`src/rtl/approx_adder_pkg.sv`:
```
// Shared constants and helpers for the pipelined approximate adder.
// Default geometry: 12-bit operands, 4 approximated low bits, two 4-bit lookahead segments.
package approx_adder_pkg;

    localparam int DEF_WIDTH       = 12;
    localparam int DEF_LCA_WIDTH   = 4;
    localparam int DEF_APPROX_BITS = 4;
    localparam int ERR_CNT_W       = 16;

    // Number of lookahead segments, which is also the pipeline depth.
    function automatic int calc_n_seg(input int width, input int approx_bits, input int lca_width);
        return (width - approx_bits) / lca_width;
    endfunction

endpackage

```
`src/rtl/pipe_approx_adder_if.sv`:
```
// Operand/result handshake bundle for pipe_approx_adder.
// The slave modport is the adder's view; master is the producer/consumer side.
interface pipe_approx_adder_if
    import approx_adder_pkg::*;
#(
    parameter int WIDTH = DEF_WIDTH
) ();

    logic                 in_valid;
    logic                 in_ready;
    logic                 approx_en;
    logic                 cin;
    logic [WIDTH-1:0]     a;
    logic [WIDTH-1:0]     b;
    logic                 out_valid;
    logic                 out_ready;
    logic [WIDTH-1:0]     s;
    logic                 cout;
    logic [ERR_CNT_W-1:0] err_count;

    modport slave (
        input  in_valid, approx_en, cin, a, b, out_ready,
        output in_ready, out_valid, s, cout, err_count
    );

    modport master (
        output in_valid, approx_en, cin, a, b, out_ready,
        input  in_ready, out_valid, s, cout, err_count
    );

endinterface

```
`src/rtl/lca_nbit.sv`:
```
// Combinational lookahead-carry adder segment; every carry is a flat
// sum-of-products of generate/propagate terms rather than a ripple chain.
module lca_nbit #(
    parameter int LCA_WIDTH = 4
) (
    input  logic                 cin,
    input  logic [LCA_WIDTH-1:0] a,
    input  logic [LCA_WIDTH-1:0] b,
    output logic [LCA_WIDTH-1:0] s,
    output logic                 cout
);

    logic [LCA_WIDTH-1:0] g;
    logic [LCA_WIDTH-1:0] p;
    logic [LCA_WIDTH:0]   c;
    logic                 prod;

    always_comb begin
        g    = a & b;
        p    = a ^ b;
        c    = '0;
        c[0] = cin;
        prod = 1'b0;
        for (int i = 0; i < LCA_WIDTH; i++) begin
            c[i+1] = g[i];
            prod   = p[i];
            for (int j = i - 1; j >= 0; j--) begin
                c[i+1] = c[i+1] | (prod & g[j]);
                prod   = prod & p[j];
            end
            c[i+1] = c[i+1] | (prod & cin);
        end
        s    = p ^ c[LCA_WIDTH-1:0];
        cout = c[LCA_WIDTH];
    end

endmodule

```
`src/rtl/pipe_approx_adder.sv`:
```
// Pipelined approximate adder: one lookahead segment per stage, valid/ready with backpressure.
// Optional error statistics enabled by defining PIPE_APPROX_ADDER_ERR_STATS_EN.
module pipe_approx_adder
    import approx_adder_pkg::*;
#(
    parameter int WIDTH       = DEF_WIDTH,
    parameter int LCA_WIDTH   = DEF_LCA_WIDTH,
    parameter int APPROX_BITS = DEF_APPROX_BITS
) (
    input logic                clk,
    input logic                rst_n,
    pipe_approx_adder_if.slave bus
);

    localparam int N_SEG  = calc_n_seg(WIDTH, APPROX_BITS, LCA_WIDTH);
    localparam int LO_MSB = (APPROX_BITS > 0) ? APPROX_BITS - 1 : 0;
    localparam logic [WIDTH:0] LO_MASK = ((WIDTH+1)'(1) << APPROX_BITS) - (WIDTH+1)'(1);

    if (APPROX_BITS < 0 || APPROX_BITS > WIDTH - LCA_WIDTH ||
        ((WIDTH - APPROX_BITS) % LCA_WIDTH) != 0) begin : g_bad_cfg
        $fatal(1, "pipe_approx_adder: illegal WIDTH/LCA_WIDTH/APPROX_BITS combination");
    end

    logic [N_SEG-1:0] vld_q, vld_d, mode_q, mode_d, cy_q, cy_d, en;
    logic [WIDTH-1:0] sum_q [N_SEG];
    logic [WIDTH-1:0] sum_d [N_SEG];
    logic [WIDTH-1:0] a_q   [N_SEG];
    logic [WIDTH-1:0] a_d   [N_SEG];
    logic [WIDTH-1:0] b_q   [N_SEG];
    logic [WIDTH-1:0] b_d   [N_SEG];
    logic             rdy_q, rdy_d;
    logic             go;
    logic             in_ready;

    logic [WIDTH:0]       lo_ex;
    logic [WIDTH-1:0]     lo_s;
    logic                 lo_c;
    logic [LCA_WIDTH-1:0] seg_a  [N_SEG];
    logic [LCA_WIDTH-1:0] seg_b  [N_SEG];
    logic [LCA_WIDTH-1:0] seg_s  [N_SEG];
    logic                 seg_ci [N_SEG];
    logic                 seg_co [N_SEG];
    logic                 unused_bits;

    // Approximate mode replicates a's top low bit and reuses it as the segment-0 carry.
    always_comb begin
        lo_ex = ({1'b0, bus.a} & LO_MASK) + ({1'b0, bus.b} & LO_MASK) + (WIDTH+1)'(bus.cin);
        if (bus.approx_en) begin
            lo_s = {WIDTH{bus.a[LO_MSB]}} & LO_MASK[WIDTH-1:0];
            lo_c = (APPROX_BITS == 0) ? bus.cin : bus.a[LO_MSB];
        end else begin
            lo_s = lo_ex[WIDTH-1:0] & LO_MASK[WIDTH-1:0];
            lo_c = lo_ex[APPROX_BITS];
        end
    end

    for (genvar k = 0; k < N_SEG; k++) begin : g_seg
        localparam int LSB = APPROX_BITS + k * LCA_WIDTH;
        if (k == 0) begin : g_first
            assign seg_a[k]  = bus.a[LSB +: LCA_WIDTH];
            assign seg_b[k]  = bus.b[LSB +: LCA_WIDTH];
            assign seg_ci[k] = lo_c;
        end else begin : g_next
            assign seg_a[k]  = a_q[k-1][LSB +: LCA_WIDTH];
            assign seg_b[k]  = b_q[k-1][LSB +: LCA_WIDTH];
            assign seg_ci[k] = cy_q[k-1];
        end
        lca_nbit #(.LCA_WIDTH(LCA_WIDTH)) u_lca (
            .cin  (seg_ci[k]),
            .a    (seg_a[k]),
            .b    (seg_b[k]),
            .s    (seg_s[k]),
            .cout (seg_co[k])
        );
    end

    // A stage may load when it is empty or everything downstream of it is moving.
    always_comb begin
        rdy_d = 1'b1;
        en    = '0;
        go    = bus.out_ready;
        for (int k = N_SEG - 1; k >= 0; k--) begin
            go    = go | ~vld_q[k];
            en[k] = go;
        end
        in_ready = rdy_q & en[0];

        vld_d  = vld_q;
        mode_d = mode_q;
        cy_d   = cy_q;
        for (int k = 0; k < N_SEG; k++) begin
            sum_d[k] = sum_q[k];
            a_d[k]   = a_q[k];
            b_d[k]   = b_q[k];
        end

        if (en[0]) begin
            vld_d[0]  = bus.in_valid & in_ready;
            mode_d[0] = bus.approx_en;
            cy_d[0]   = seg_co[0];
            a_d[0]    = bus.a;
            b_d[0]    = bus.b;
            sum_d[0]  = lo_s;
            sum_d[0][APPROX_BITS +: LCA_WIDTH] = seg_s[0];
        end
        for (int k = 1; k < N_SEG; k++) begin
            if (en[k]) begin
                vld_d[k]  = vld_q[k-1];
                mode_d[k] = mode_q[k-1];
                cy_d[k]   = seg_co[k];
                a_d[k]    = a_q[k-1];
                b_d[k]    = b_q[k-1];
                sum_d[k]  = sum_q[k-1];
                sum_d[k][APPROX_BITS + k*LCA_WIDTH +: LCA_WIDTH] = seg_s[k];
            end
        end
    end

    always_ff @(posedge clk or negedge rst_n) begin
        if (!rst_n) begin
            rdy_q  <= 1'b0;
            vld_q  <= '0;
            mode_q <= '0;
            cy_q   <= '0;
            for (int k = 0; k < N_SEG; k++) begin
                sum_q[k] <= '0;
                a_q[k]   <= '0;
                b_q[k]   <= '0;
            end
        end else begin
            rdy_q  <= rdy_d;
            vld_q  <= vld_d;
            mode_q <= mode_d;
            cy_q   <= cy_d;
            for (int k = 0; k < N_SEG; k++) begin
                sum_q[k] <= sum_d[k];
                a_q[k]   <= a_d[k];
                b_q[k]   <= b_d[k];
            end
        end
    end

    assign bus.in_ready  = in_ready;
    assign bus.out_valid = vld_q[N_SEG-1];
    assign bus.s         = sum_q[N_SEG-1];
    assign bus.cout      = cy_q[N_SEG-1];

`ifdef PIPE_APPROX_ADDER_ERR_STATS_EN
    logic [WIDTH:0]       ex_q [N_SEG];
    logic [WIDTH:0]       ex_d [N_SEG];
    logic [ERR_CNT_W-1:0] err_q, err_d;

    always_comb begin
        for (int k = 0; k < N_SEG; k++) ex_d[k] = ex_q[k];
        if (en[0]) ex_d[0] = {1'b0, bus.a} + {1'b0, bus.b} + (WIDTH+1)'(bus.cin);
        for (int k = 1; k < N_SEG; k++) begin
            if (en[k]) ex_d[k] = ex_q[k-1];
        end
        err_d = err_q;
        if (vld_q[N_SEG-1] && bus.out_ready && mode_q[N_SEG-1] &&
            ({cy_q[N_SEG-1], sum_q[N_SEG-1]} != ex_q[N_SEG-1]) && (err_q != '1)) begin
            err_d = err_q + 1'b1;
        end
    end

    always_ff @(posedge clk or negedge rst_n) begin
        if (!rst_n) begin
            err_q <= '0;
            for (int k = 0; k < N_SEG; k++) ex_q[k] <= '0;
        end else begin
            err_q <= err_d;
            for (int k = 0; k < N_SEG; k++) ex_q[k] <= ex_d[k];
        end
    end

    assign bus.err_count = err_q;
`else
    assign bus.err_count = '0;
`endif

    // Operand bits already consumed by earlier stages are intentionally left dangling.
    always_comb begin
        unused_bits = ^{lo_ex, mode_q};
        for (int k = 0; k < N_SEG; k++) unused_bits = unused_bits ^ (^a_q[k]) ^ (^b_q[k]);
    end

endmodule

```
`src/flat_wrapper.sv`:
```
// flat-port wrapper written by rule: the top's interface ports become plain ports
module pipe_approx_adder_flat import approx_adder_pkg::*;
#(
    parameter int WIDTH       = DEF_WIDTH,
    parameter int LCA_WIDTH   = DEF_LCA_WIDTH,
    parameter int APPROX_BITS = DEF_APPROX_BITS
)
  (clk, rst_n, bus_in_valid, bus_approx_en, bus_cin, bus_a, bus_b, bus_out_ready, bus_in_ready, bus_out_valid, bus_s, bus_cout, bus_err_count);
  pipe_approx_adder_if #(.WIDTH(WIDTH)) bus_i ();
  input logic clk;
  input logic rst_n;
  input wire logic [$bits(bus_i.in_valid)-1:0] bus_in_valid;
  input wire logic [$bits(bus_i.approx_en)-1:0] bus_approx_en;
  input wire logic [$bits(bus_i.cin)-1:0] bus_cin;
  input wire logic [$bits(bus_i.a)-1:0] bus_a;
  input wire logic [$bits(bus_i.b)-1:0] bus_b;
  input wire logic [$bits(bus_i.out_ready)-1:0] bus_out_ready;
  output wire logic [$bits(bus_i.in_ready)-1:0] bus_in_ready;
  output wire logic [$bits(bus_i.out_valid)-1:0] bus_out_valid;
  output wire logic [$bits(bus_i.s)-1:0] bus_s;
  output wire logic [$bits(bus_i.cout)-1:0] bus_cout;
  output wire logic [$bits(bus_i.err_count)-1:0] bus_err_count;
  assign bus_i.in_valid = bus_in_valid;
  assign bus_i.approx_en = bus_approx_en;
  assign bus_i.cin = bus_cin;
  assign bus_i.a = bus_a;
  assign bus_i.b = bus_b;
  assign bus_i.out_ready = bus_out_ready;
  assign bus_in_ready = bus_i.in_ready;
  assign bus_out_valid = bus_i.out_valid;
  assign bus_s = bus_i.s;
  assign bus_cout = bus_i.cout;
  assign bus_err_count = bus_i.err_count;
  pipe_approx_adder #(.WIDTH(WIDTH), .LCA_WIDTH(LCA_WIDTH), .APPROX_BITS(APPROX_BITS)) u_core (.clk(clk), .rst_n(rst_n), .bus(bus_i));
endmodule
```
`config.mk`:
```
export PLATFORM = sky130hd
export DESIGN_NAME = pipe_approx_adder_flat
export DESIGN_NICKNAME = d
export VERILOG_FILES = /design/src/rtl/approx_adder_pkg.sv /design/src/rtl/pipe_approx_adder_if.sv /design/src/rtl/lca_nbit.sv /design/src/rtl/pipe_approx_adder.sv /design/src/flat_wrapper.sv
export SDC_FILE = /design/constraint.sdc
export NUM_CORES = 1
export LEC_CHECK = 0
export BUFFER_PORTS_ARGS = -buffer_cell sky130_fd_sc_hd__buf_2
export CAP_MARGIN = 0
export CORE_UTILIZATION = 55
export DETAILED_ROUTE_END_ITERATION = 12
export MAX_ROUTING_LAYER = met4
export PLACE_DENSITY = 0.85
export SYNTH_ARGS = -nofsm -noshare
export SYNTH_HDL_FRONTEND = slang
export SYNTH_HIERARCHICAL = 1
export SYNTH_SLANG_ARGS = --single-unit
```
`constraint.sdc`:
```
create_clock -name clk -period 4.2 [get_ports clk]
set_clock_uncertainty 0.2 [all_clocks]
set_input_delay 0.21 -clock clk [delete_from_list [all_inputs] [get_ports clk]]
set_output_delay 0.21 -clock clk [all_outputs]
set_load 0.02 [all_outputs]
```
### Yosys cells after proc, flatten, opt, wreduce, memory -nomap -nowiden

Index checks and enable logic that the tools add are counted.

* flip-flop bits (word level): 49
* latch bits: 0
* memory bits (writable): 0
* ROM bits: 0
* word-level logic and storage cells: 77
* memories kept: 0

* add/subtract/negate cells: 2
* $mul: 0
* div/mod/pow operators: 0
* order comparisons: 0
* equal/unequal tests: 0
* shifts and indexed selects: 0
* multiplexer cells: 2
* bitwise operators: 64
* reduce and logical (&&, ||, !) cells: 0

Operators by type and width (count)
* $and A1 B1 Y1: 34
* $or A1 B1 Y1: 22
* $xor A4 B4 Y4: 4
* $and A4 B4 Y4: 2
* $add A4 B4 Y5: 1
* $add A5 B1 Y5: 1
* $mux W4: 1
* $not A1 Y1: 2
* $mux W1: 1

### Depth between registers and ports, before layout

Gate-level depths: netlist of the first run.

* depth in word-level cells: 6
* gate-level depth with buffers: 10

### Cells and area by module

Netlist of the first run, hierarchy kept.

By module, submodules not included
* pipe_approx_adder: times used 1, cells each 155, area each 1646.6 sq um
* lca_nbit: times used 2, cells each 17, area each 147.6 sq um

### Worst setup path after synthesis of the first run

No wires, ideal clock.

* path kind: in2reg
* start point: in bus_cin
* end point: reg u_core.cy_q[0]
* library setup time: 117 ps
* data arrival time: 2182 ps
* data required time: 3883 ps
* path slack: 1702 ps
* stages: 10
* buffers on the path: 0
* path through: fa_1 > fa_1 > a21o_1 > a211oi_1 > nor2_1 > a21o_1 > a31o_1 > a21o_1 > nand2_1 > nand2_1

RTL lines
* start: declaration: line flat_wrapper.sv:14 `input wire logic [$bits(bus_i.cin)-1:0] bus_cin;`
* end signal: assignment: line pipe_approx_adder.sv:134 `cy_q <= cy_d;`
* end: declaration: line pipe_approx_adder.sv:24 `logic [N_SEG-1:0] vld_q, vld_d, mode_q, mode_d, cy_q, cy_d, en;`

==> results.sh, run 1 <==
export IMPL_worstMarginPinSlew_ns=0.7126
export IMPL_wl_per_cell_um=11.55
export IMPL_required_ns=4.23
export IMPL_critical_path_class="input port to flop"
export IMPL_grt_max_degree=34
export IMPL_ys_ff_latch=33
export IMPL_cts_tree="built"
export IMPL_critPathMaxFanout=3
export IMPL_finalHoldViolations=0
export IMPL_synth_cell_area_sq_um=1942
export IMPL_first_pass_iters=4
export IMPL_status="complete, no violations"
export IMPL_viasPerCell=4.799
export IMPL_relSlewSlack=0.5250
export IMPL_die_width_um=61.42
export IMPL_gp_congestion=0.7755
export IMPL_n_fill_cell=297
export IMPL_timing_hold_ws_ns=0.02822
export IMPL_io_pins=61
export IMPL_peakVddDrop_mv=0.1715
export IMPL_cts_buffers=5
export IMPL_layoutNonFillerInstCount=278
export IMPL_initial_core_util=0.5774
export IMPL_final_area_sq_um=2181
export IMPL_hold_class="input port to flop"
export IMPL_drc=0
export IMPL_slowest_stage="fa_1"
export IMPL_ctsLongestPathBuffers=2
export IMPL_syn2layout_area_growth_pct=12.31
export IMPL_clock_root_buffer="clkbuf_4"
export IMPL_startpoint_type="input port"
export IMPL_postCtsSetupRepairBufs=0
export IMPL_grt_ovfl_total=0
export IMPL_layout_min_cycle_time_ns=2.406
export IMPL_pre_cts_slack_ns=1.441
export IMPL_rsz0062_at_grt="no"
export IMPL_placementRows=21
export IMPL_final_setup_viol_count=0
export IMPL_critPathCaptureType="flop"
export IMPL_most_common_layout_cells="buf_2, nand2_1, dfrtp_1"
export IMPL_clock_fmax_mhz=415.7
export IMPL_maxSlewViolCount=0
export IMPL_core_sq_um=3363
export IMPL_totalPowerFinal_mw=0.8231
export IMPL_multiInputGateArea_sq_um=900.9
export IMPL_grt_pass1_vias=1178
export IMPL_placed_area_sq_um=2038
export IMPL_placed_cells=262
export IMPL_htreeDepth=2
export IMPL_fin_setup_tns_ns=0
export IMPL_power_density_nw_per_um2=377.4
export IMPL_io_buffers=44
export IMPL_die_area_sq_um=3772
export IMPL_crit_arrival_ns=2.43
export IMPL_fin_crit_sh=0.5728
export IMPL_cpMostUsedCell="a21o_1"
export IMPL_ant_nets=0
export IMPL_drive_gt1_frac=0.2888
export IMPL_drv_cap=0
export IMPL_synth_edf_count=0
export IMPL_synth_main_ff_cell="dfrtp_1"
export IMPL_dp_hpwl_mm=2.314
export IMPL_path_clk_slew_ns=0.09
export IMPL_post_route_util=0.6484
export IMPL_num_vias=1334
export IMPL_layout_setup_ws_ns=1.794
export IMPL_yosys_warnings=6
export IMPL_antenna_found_initial=0
export IMPL_avgSynthCellArea_sq_um=10.27
export IMPL_synth_seq_area_share=0.4253
export IMPL_ctsResizeCount=0
export IMPL_seq_area_sq_um=825.8
export IMPL_grt_first_pass_wirelength_mm=5.002
export IMPL_insertion_delay_ns=0.33
export IMPL_regToRegSetupSlack_ns=2.31
export IMPL_fp_dieH_um=61.42
export IMPL_synth_cells=189
export IMPL_grt_use_total=0.1970
export IMPL_synthArstFlopShare=1.000
export IMPL_synthDistinctLibCells=29
export IMPL_path_cells="buf_2, fa_1, fa_1, a21o_1, a211oi_1, nor2_1, a21o_1, a31o_1, a21o_1, nand2_1, nand2_1"
export IMPL_final_nets=278
export IMPL_leakage_nw=1.186
export IMPL_cts_sinks=33
export IMPL_initialDrtViolationCount=34
export IMPL_antennaDiodeCount=0
export IMPL_wl_mm=3.210
export IMPL_critical_path_max_stage_delay_ns=0.46
## final timing paths
kind	end	start	cells past startpoint
max	u_core/cy_q[0]	bus_cin	11
min	u_core/sum_q[14]	bus_approx_en	3
max reg2reg	u_core/cy_q[1]	u_core/a_q[20]	5
min reg2reg	u_core/sum_q[17]	u_core/sum_q[17]	2
max in group asynchronous	u_core/vld_q[1]	rst_n	2
min in group asynchronous	u_core/bus.s[9]	rst_n	2
## state kept, by name, indices dropped and copies added (netlist names)
register      flops
u_core/sum_q      8
u_core/bus.s     12
u_core/a_q        4
u_core/cy_q       2
u_core/b_q        4
u_core/vld_q      2
u_core/rdy_q      1
## cells by family after synthesis
kind of cell / count (synthesis) / synth area share
compound gates: 21 / 0.07475
xor+xnor: 7 / 0.03157
fa+ha+maj: 15 / 0.1121
buf+inv: 41 / 0.1398
flops: 33 / 0.4253
mux: 14 / 0.08118
other cells: 2 / 0.003867
simple gates: 56 / 0.1314
## area by class of cell
type / instances / area share
repair buffers: 54 / 0.1469
well taps: 46 / 0.02639
multi-input cells: 130 / 0.4131
inverters: 9 / 0.01549
clock inverters: 1 / 0.002295
clock buffers: 5 / 0.01721
flip-flops and latches: 33 / 0.3787
## routing by layer
layer / part of all wire / GRT usage / vias up / wire (um)
met1: 0.41 / 0.2145 / 608 / 1327
met3: 0.051 / 0.05672 / 10 / 163
met4: 0.030 / 0.09524 / 0 / 95
met2: 0.51 / 0.3307 / 53 / 1624
li1: - / - / 663 / -
met5: 0 / - / - / 0
## cells in the mapped netlist, types with 3 or more instances
master | instances | area (sq um)
nand2_1 | 44 | 165.2
dfrtp_1 | 33 | 825.8
buf_4 | 28 | 210.2
mux2_2 | 14 | 157.7
ha_1 | 11 | 137.6
inv_1 | 9 | 33.78
a21o_1 | 8 | 60.06
a21oi_1 | 5 | 25.02
fa_1 | 4 | 80.08
xnor2_1 | 4 | 35.03
nor2_1 | 3 | 11.26
xor2_1 | 3 | 26.28
## where the power goes
part           internal [mW]  switching (mW)
logic                  0.116           0.147
clock network         0.0579          0.0968
registers              0.375          0.0297
total                  0.550           0.274
## worst max-delay path: cells and delay by family
kind                     cells  cell delay (ns)
adder cells (fa/ha/maj)      2             0.89
buffers and inverters        1             0.11
AND/OR/NAND/NOR              3             0.21
AO/OA/AOI/OAI                5             1.02
## timing repair
action                                 in CTS  in global routing
setup endpoints to repair                   0                  0
hold buffers                               10                  0
endpoints found under the hold margin      42                  0
No activity file was read; power rests on OpenSTA's default activity.
==> run 2: changes to the inputs <==
--- a/config.mk
+++ b/config.mk
@@ -7,10 +7,10 @@
 export LEC_CHECK = 0
 export BUFFER_PORTS_ARGS = -buffer_cell sky130_fd_sc_hd__buf_2
 export CAP_MARGIN = 0
-export CORE_UTILIZATION = 55
+export CORE_UTILIZATION = 51
 export DETAILED_ROUTE_END_ITERATION = 12
 export MAX_ROUTING_LAYER = met4
-export PLACE_DENSITY = 0.85
+export PLACE_DENSITY = 0.8
 export SYNTH_ARGS = -nofsm -noshare
 export SYNTH_HDL_FRONTEND = slang
 export SYNTH_HIERARCHICAL = 1
==> constraint.sdc (replaced) <==
create_clock -name clk -period 2.4 [get_ports clk]
set_clock_uncertainty 0.2 [all_clocks]
set_input_delay 0.12 -clock clk [delete_from_list [all_inputs] [get_ports clk]]
set_output_delay 0.12 -clock clk [all_outputs]
set_load 0.02 [all_outputs]
==> results.sh, run 2 (same netlist as run 1, synthesis figures left out) <==
export IMPL_status="complete, no violations"
export IMPL_maxSlewViolCount=0
export IMPL_required_ns=2.38
export IMPL_p_int_mw=1.203
export IMPL_critPathMaxFanout=2
export IMPL_post_route_util=0.6206
export IMPL_drv_cap=0
export IMPL_htreeDepth=2
export IMPL_drive_gt1_frac=0.3021
export IMPL_cpMostUsedCell="a21o_1"
export IMPL_peakVddDrop_mv=0.2973
export IMPL_leakage_nw=1.222
export IMPL_gp_congestion=0.8213
export IMPL_layout_min_cycle_time_ns=2.251
export IMPL_grt_first_pass_wirelength_mm=5.685
export IMPL_critical_path_max_stage_delay_ns=0.46
export IMPL_timing_hold_ws_ns=0.04627
export IMPL_drc=0
export IMPL_relSlewSlack=0.5179
export IMPL_wl_per_cell_um=11.92
export IMPL_antennaDiodeCount=0
export IMPL_sw_frac_of_total=0.2994
export IMPL_wl_mm=3.373
export IMPL_first_pass_iters=4
export IMPL_grt_max_degree=34
export IMPL_fin_crit_sh=0.9380
export IMPL_clock_fmax_mhz=444.2
export IMPL_path_clk_slew_ns=0.07
export IMPL_totalPowerFinal_mw=1.717
export IMPL_grt_use_total=0.1971
export IMPL_core_sq_um=3661
export IMPL_final_nets=279
export IMPL_pwr_share_comb=0.272
export IMPL_slowest_stage="fa_1"
export IMPL_num_vias=1361
export IMPL_critPathCaptureType="flop"
export IMPL_most_common_layout_cells="buf_2, nand2_1, dfrtp_1"
export IMPL_worstMarginPinSlew_ns=0.7231
export IMPL_path_cells="buf_2, fa_1, fa_2, a21o_1, a211oi_2, nor2_1, a21o_1, a31o_1, a21o_1, nand2_1, nand2_1"
export IMPL_io_buffers=44
export IMPL_largest_register_ffs=12
export IMPL_io_pins=61
export IMPL_initialDrtViolationCount=63
export IMPL_dp_hpwl_mm=2.457
export IMPL_grt_ovfl_total=0
export IMPL_die_width_um=63.71
export IMPL_syn2layout_area_growth_pct=17.01
export IMPL_grt_pass1_vias=1304
export IMPL_antenna_found_initial=0
export IMPL_placementRows=22
export IMPL_rsz0062_at_grt="no"
export IMPL_seq_power_share=0.414
export IMPL_power_density_nw_per_um2=755.8
export IMPL_final_setup_viol_count=0
export IMPL_fp_dieH_um=63.71
export IMPL_cts_sinks=33
export IMPL_cts_buffers=5
export IMPL_clock_power_share=0.313
export IMPL_critical_path_class="input port to flop"
export IMPL_clock_root_buffer="clkbuf_8"
export IMPL_crit_arrival_ns=2.23
export IMPL_ctsLongestPathBuffers=2
export IMPL_fin_setup_tns_ns=0
export IMPL_finalHoldViolations=0
export IMPL_viasPerCell=4.809
export IMPL_die_area_sq_um=4058
export IMPL_cts_tree="built"
export IMPL_insertion_delay_ns=0.29
export IMPL_hold_class="input port to flop"
export IMPL_initial_core_util=0.5304
export IMPL_p_sw_mw=0.5142
export IMPL_startpoint_type="input port"
export IMPL_ant_nets=0
## run 2: area by class of cell
cell class                      instances  area, sq um
Clock buffer                            7        86.33
Clock inverter                          1        30.03
Fill cell                             304         1389
Inverter                                9        33.78
Multi-Input combinational cell        130        908.4
Sequential cell                        33        825.8
Tap cell                               48        60.06
Timing Repair Buffer                   55        327.8
## run 2: worst paths after layout
check	start	end	slack (ns)	cells past startpoint
max	bus_cin	u_core/cy_q[0]	0.15	11
min	bus_b[7]	u_core/cy_q[0]	0.05	5
max reg2reg	u_core/a_q[20]	u_core/cy_q[1]	0.49	5
min reg2reg	u_core/sum_q[17]	u_core/sum_q[17]	0.26	2
max in group asynchronous	rst_n	u_core/sum_q[15]	1.29	2
min in group asynchronous	rst_n	u_core/rdy_q	0.24	2
## run 2: metal layers
| layer | wire [um] | track usage | vias up |
|---|---|---|---|
| li1 | - | - | 661 |
| met1 | 1419 | 0.2198 | 658 |
| met2 | 1749 | 0.3245 | 38 |
| met3 | 162 | 0.05435 | 4 |
| met4 | 41 | 0.09375 | 0 |
| met5 | 0 | - | - |
## run 2: timing repair
action | in CTS | in global routing
setup buffers | 0 | 0
endpoints found under the setup margin | 0 | 1
gates resized for setup | 0 | 1
hold endpoints to repair | 42 | 0
hold buffers | 10 | 0
## run 2: per-stage QoR
stage          instance area, sq um  setup WS (ns)  instances
5_1_grt                        2272        0.05333        283
2_1_floorplan                  2001        0.03912        204
3_5_place_dp                   2051        -0.1647        265
6_report                       2272         0.1487        283
4_1_cts                        2267         0.1335        283
3_3_place_gp                   2051        -0.1370        265
## run 2: critical path: cells and delay by family
kind / cells / cell delay (ns)
AO/OA/AOI/OAI: 5 / 0.98
AND/OR/NAND/NOR: 3 / 0.19
buffers and inverters: 1 / 0.11
adder cells (fa/ha/maj): 2 / 0.83
## run 2: power by group through the flow
stage                     clock network [mW]  logic [mW]  registers (mW)
after CTS                              0.551       0.472           0.714
after floorplan                            0       0.414           0.716
after global placement                     0       0.441           0.718
after detailed placement                   0       0.456           0.724
final                                  0.538       0.468           0.711
after global routing                   0.587       0.512           0.725
==> run 3: changes to the inputs <==
--- a/config.mk
+++ b/config.mk
@@ -5,7 +5,7 @@
 export SDC_FILE = /design/constraint.sdc
 export NUM_CORES = 1
 export LEC_CHECK = 0
-export BUFFER_PORTS_ARGS = -buffer_cell sky130_fd_sc_hd__buf_2
+export BUFFER_PORTS_ARGS = -buffer_cell sky130_fd_sc_hd__clkbuf_2
 export CAP_MARGIN = 0
 export CORE_UTILIZATION = 51
 export DETAILED_ROUTE_END_ITERATION = 12
==> results.sh, run 3 (same netlist as run 1, synthesis figures left out) <==
export IMPL_required_ns=2.38
export IMPL_holdPathStages=3
export IMPL_cts_buffers=5
export IMPL_seq_power_share=0.436
export IMPL_rsz0062_at_grt="no"
export IMPL_p_int_mw=1.124
export IMPL_placed_cells=266
export IMPL_most_common_layout_cells="clkbuf_2, nand2_1, dfrtp_1"
export IMPL_power_density_nw_per_um2=719.6
export IMPL_wl_mm=3.266
export IMPL_relSlewSlack=0.4658
export IMPL_p_sw_mw=0.5093
export IMPL_drc=0
export IMPL_gp_congestion=0.7927
export IMPL_io_pins=61
export IMPL_layout_min_cycle_time_ns=2.233
export IMPL_placementRows=22
export IMPL_slowest_stage="fa_1"
export IMPL_r2r_end="u_core/cy_q[1]"
export IMPL_regToRegSetupSlack_ns=0.53
export IMPL_startpoint_type="input port"
export IMPL_critical_path_class="input port to flop"
export IMPL_finalHoldViolations=0
export IMPL_path_cells="clkbuf_2, fa_1, fa_2, a21o_1, a211oi_1, nor2_1, a21o_1, a31o_1, a21o_1, nand2_1, nand2_1"
export IMPL_clock_fmax_mhz=447.8
export IMPL_layout_setup_ws_ns=0.1670
export IMPL_min_to="u_core/sum_q[14]"
export IMPL_htreeDepth=2
export IMPL_n_fill_cell=317
export IMPL_worstMarginPinSlew_ns=0.8013
export IMPL_cts_sinks=33
export IMPL_die_area_sq_um=4058
export IMPL_initial_core_util=0.5304
export IMPL_grt_max_degree=34
export IMPL_num_vias=1366
export IMPL_r2r_start="u_core/a_q[22]"
export IMPL_critPathCaptureType="flop"
export IMPL_antennaDiodeCount=0
export IMPL_dp_hpwl_mm=2.299
export IMPL_clock_power_share=0.279
export IMPL_critical_path_max_stage_delay_ns=0.47
export IMPL_grt_first_pass_wirelength_mm=5.602
export IMPL_ctsLongestPathBuffers=2
export IMPL_fin_setup_tns_ns=0
export IMPL_antenna_found_initial=0
export IMPL_clock_root_buffer="clkbuf_8"
export IMPL_maxSlewViolCount=0
export IMPL_cts_tree="built"
export IMPL_status="complete, no violations"
export IMPL_hp_start="bus_a[3]"
export IMPL_path_clk_slew_ns=0.07
export IMPL_timing_hold_ws_ns=0.03889
export IMPL_cp_buffers_inverters=1
export IMPL_first_pass_iters=4
export IMPL_placed_area_sq_um=2058
export IMPL_peakVddDrop_mv=0.3136
export IMPL_viasPerCell=4.793
export IMPL_hold_class="input port to flop"
export IMPL_layoutNonFillerInstCount=285
export IMPL_sw_frac_of_total=0.3119
export IMPL_syn2layout_area_growth_pct=16.88
export IMPL_grt_pass1_vias=1291
export IMPL_postCtsSetupRepairBufs=0
export IMPL_critPathTopFamily="compound AO/OA/AOI/OAI gates"
export IMPL_totalPowerFinal_mw=1.633
export IMPL_cpMostUsedCell="a21o_1"
export IMPL_core_sq_um=3661
export IMPL_grt_ovfl_total=0
export IMPL_wl_per_cell_um=11.46
export IMPL_critPathMaxFanout=2
export IMPL_die_width_um=63.71
export IMPL_io_buffers=44
export IMPL_leakage_nw=1.235
export IMPL_drv_cap=0
export IMPL_ctsResizeCount=0
export IMPL_insertion_delay_ns=0.29
export IMPL_crit_arrival_ns=2.21
export IMPL_final_area_sq_um=2270
export IMPL_pre_cts_slack_ns=-0.1366
export IMPL_r2r_worst_path_cells=5
export IMPL_final_setup_viol_count=0
export IMPL_drive_gt1_frac=0.3038
export IMPL_fp_dieH_um=63.71
export IMPL_largest_register_ffs=12
export IMPL_fin_crit_sh=0.9304
export IMPL_ant_nets=0
export IMPL_initialDrtViolationCount=47
export IMPL_final_nets=281
export IMPL_grt_use_total=0.1902
export IMPL_pwr_share_comb=0.285
export IMPL_post_route_util=0.6200
==> run 3: repair_timing <==
item	CTS	global route
hold buffers	11	0
endpoints found under the setup margin	0	0
endpoints found under the hold margin	43	0
==> run 3: worst max-delay path by stage <==
stage                           endpoint  slack [ns]  cells past startpoint    start
final                     u_core/cy_q[0]        0.17                     11  bus_cin
after detailed placement  u_core/cy_q[0]       -0.14                     11  bus_cin
after global routing      u_core/cy_q[0]        0.05                     11  bus_cin
after CTS                 u_core/cy_q[0]        0.17                     11  bus_cin
after global placement    u_core/cy_q[0]       -0.11                     11  bus_cin
after floorplan           u_core/cy_q[0]        0.04                     10  bus_cin
==> run 3: final cells by class <==
type / count / area, sq um / area share
multi-input combinational: 130 / 903.4 / 0.3980
sequential: 33 / 825.8 / 0.3638
timing repair buffer: 57 / 345.3 / 0.1521
clock buffer: 7 / 96.34 / 0.04245
tap: 48 / 60.06 / 0.02646
inverter: 9 / 33.78 / 0.01488
clock inverter: 1 / 5.005 / 0.002205
==> run 3: power groups by stage <==
stage          clock [mW]  sequential, mW  combinational, mW
6_report            0.456           0.713              0.465
5_1_grt             0.502           0.725              0.509
4_1_cts             0.471           0.715              0.468
3_5_place_dp            0           0.725              0.452
3_3_place_gp            0           0.721              0.441
2_1_floorplan           0           0.716              0.414
==> run 3: metal layers <==
layer | vias up | GRT usage | wire [um]
met5 | - | - | 0
met4 | 0 | 0.07670 | 61
met3 | 6 | 0.05435 | 129
met2 | 35 | 0.3245 | 1685
met1 | 659 | 0.2065 | 1389
li1 | 666 | - | -
==> run 3: worst reg2reg max path: stages, from the launching register on <==
cell	delay (ns)
dfrtp_1	0.39
ha_1	0.34
a21o_1	0.20
a31o_1	0.20
a21o_1	0.18
mux2_2	0.25
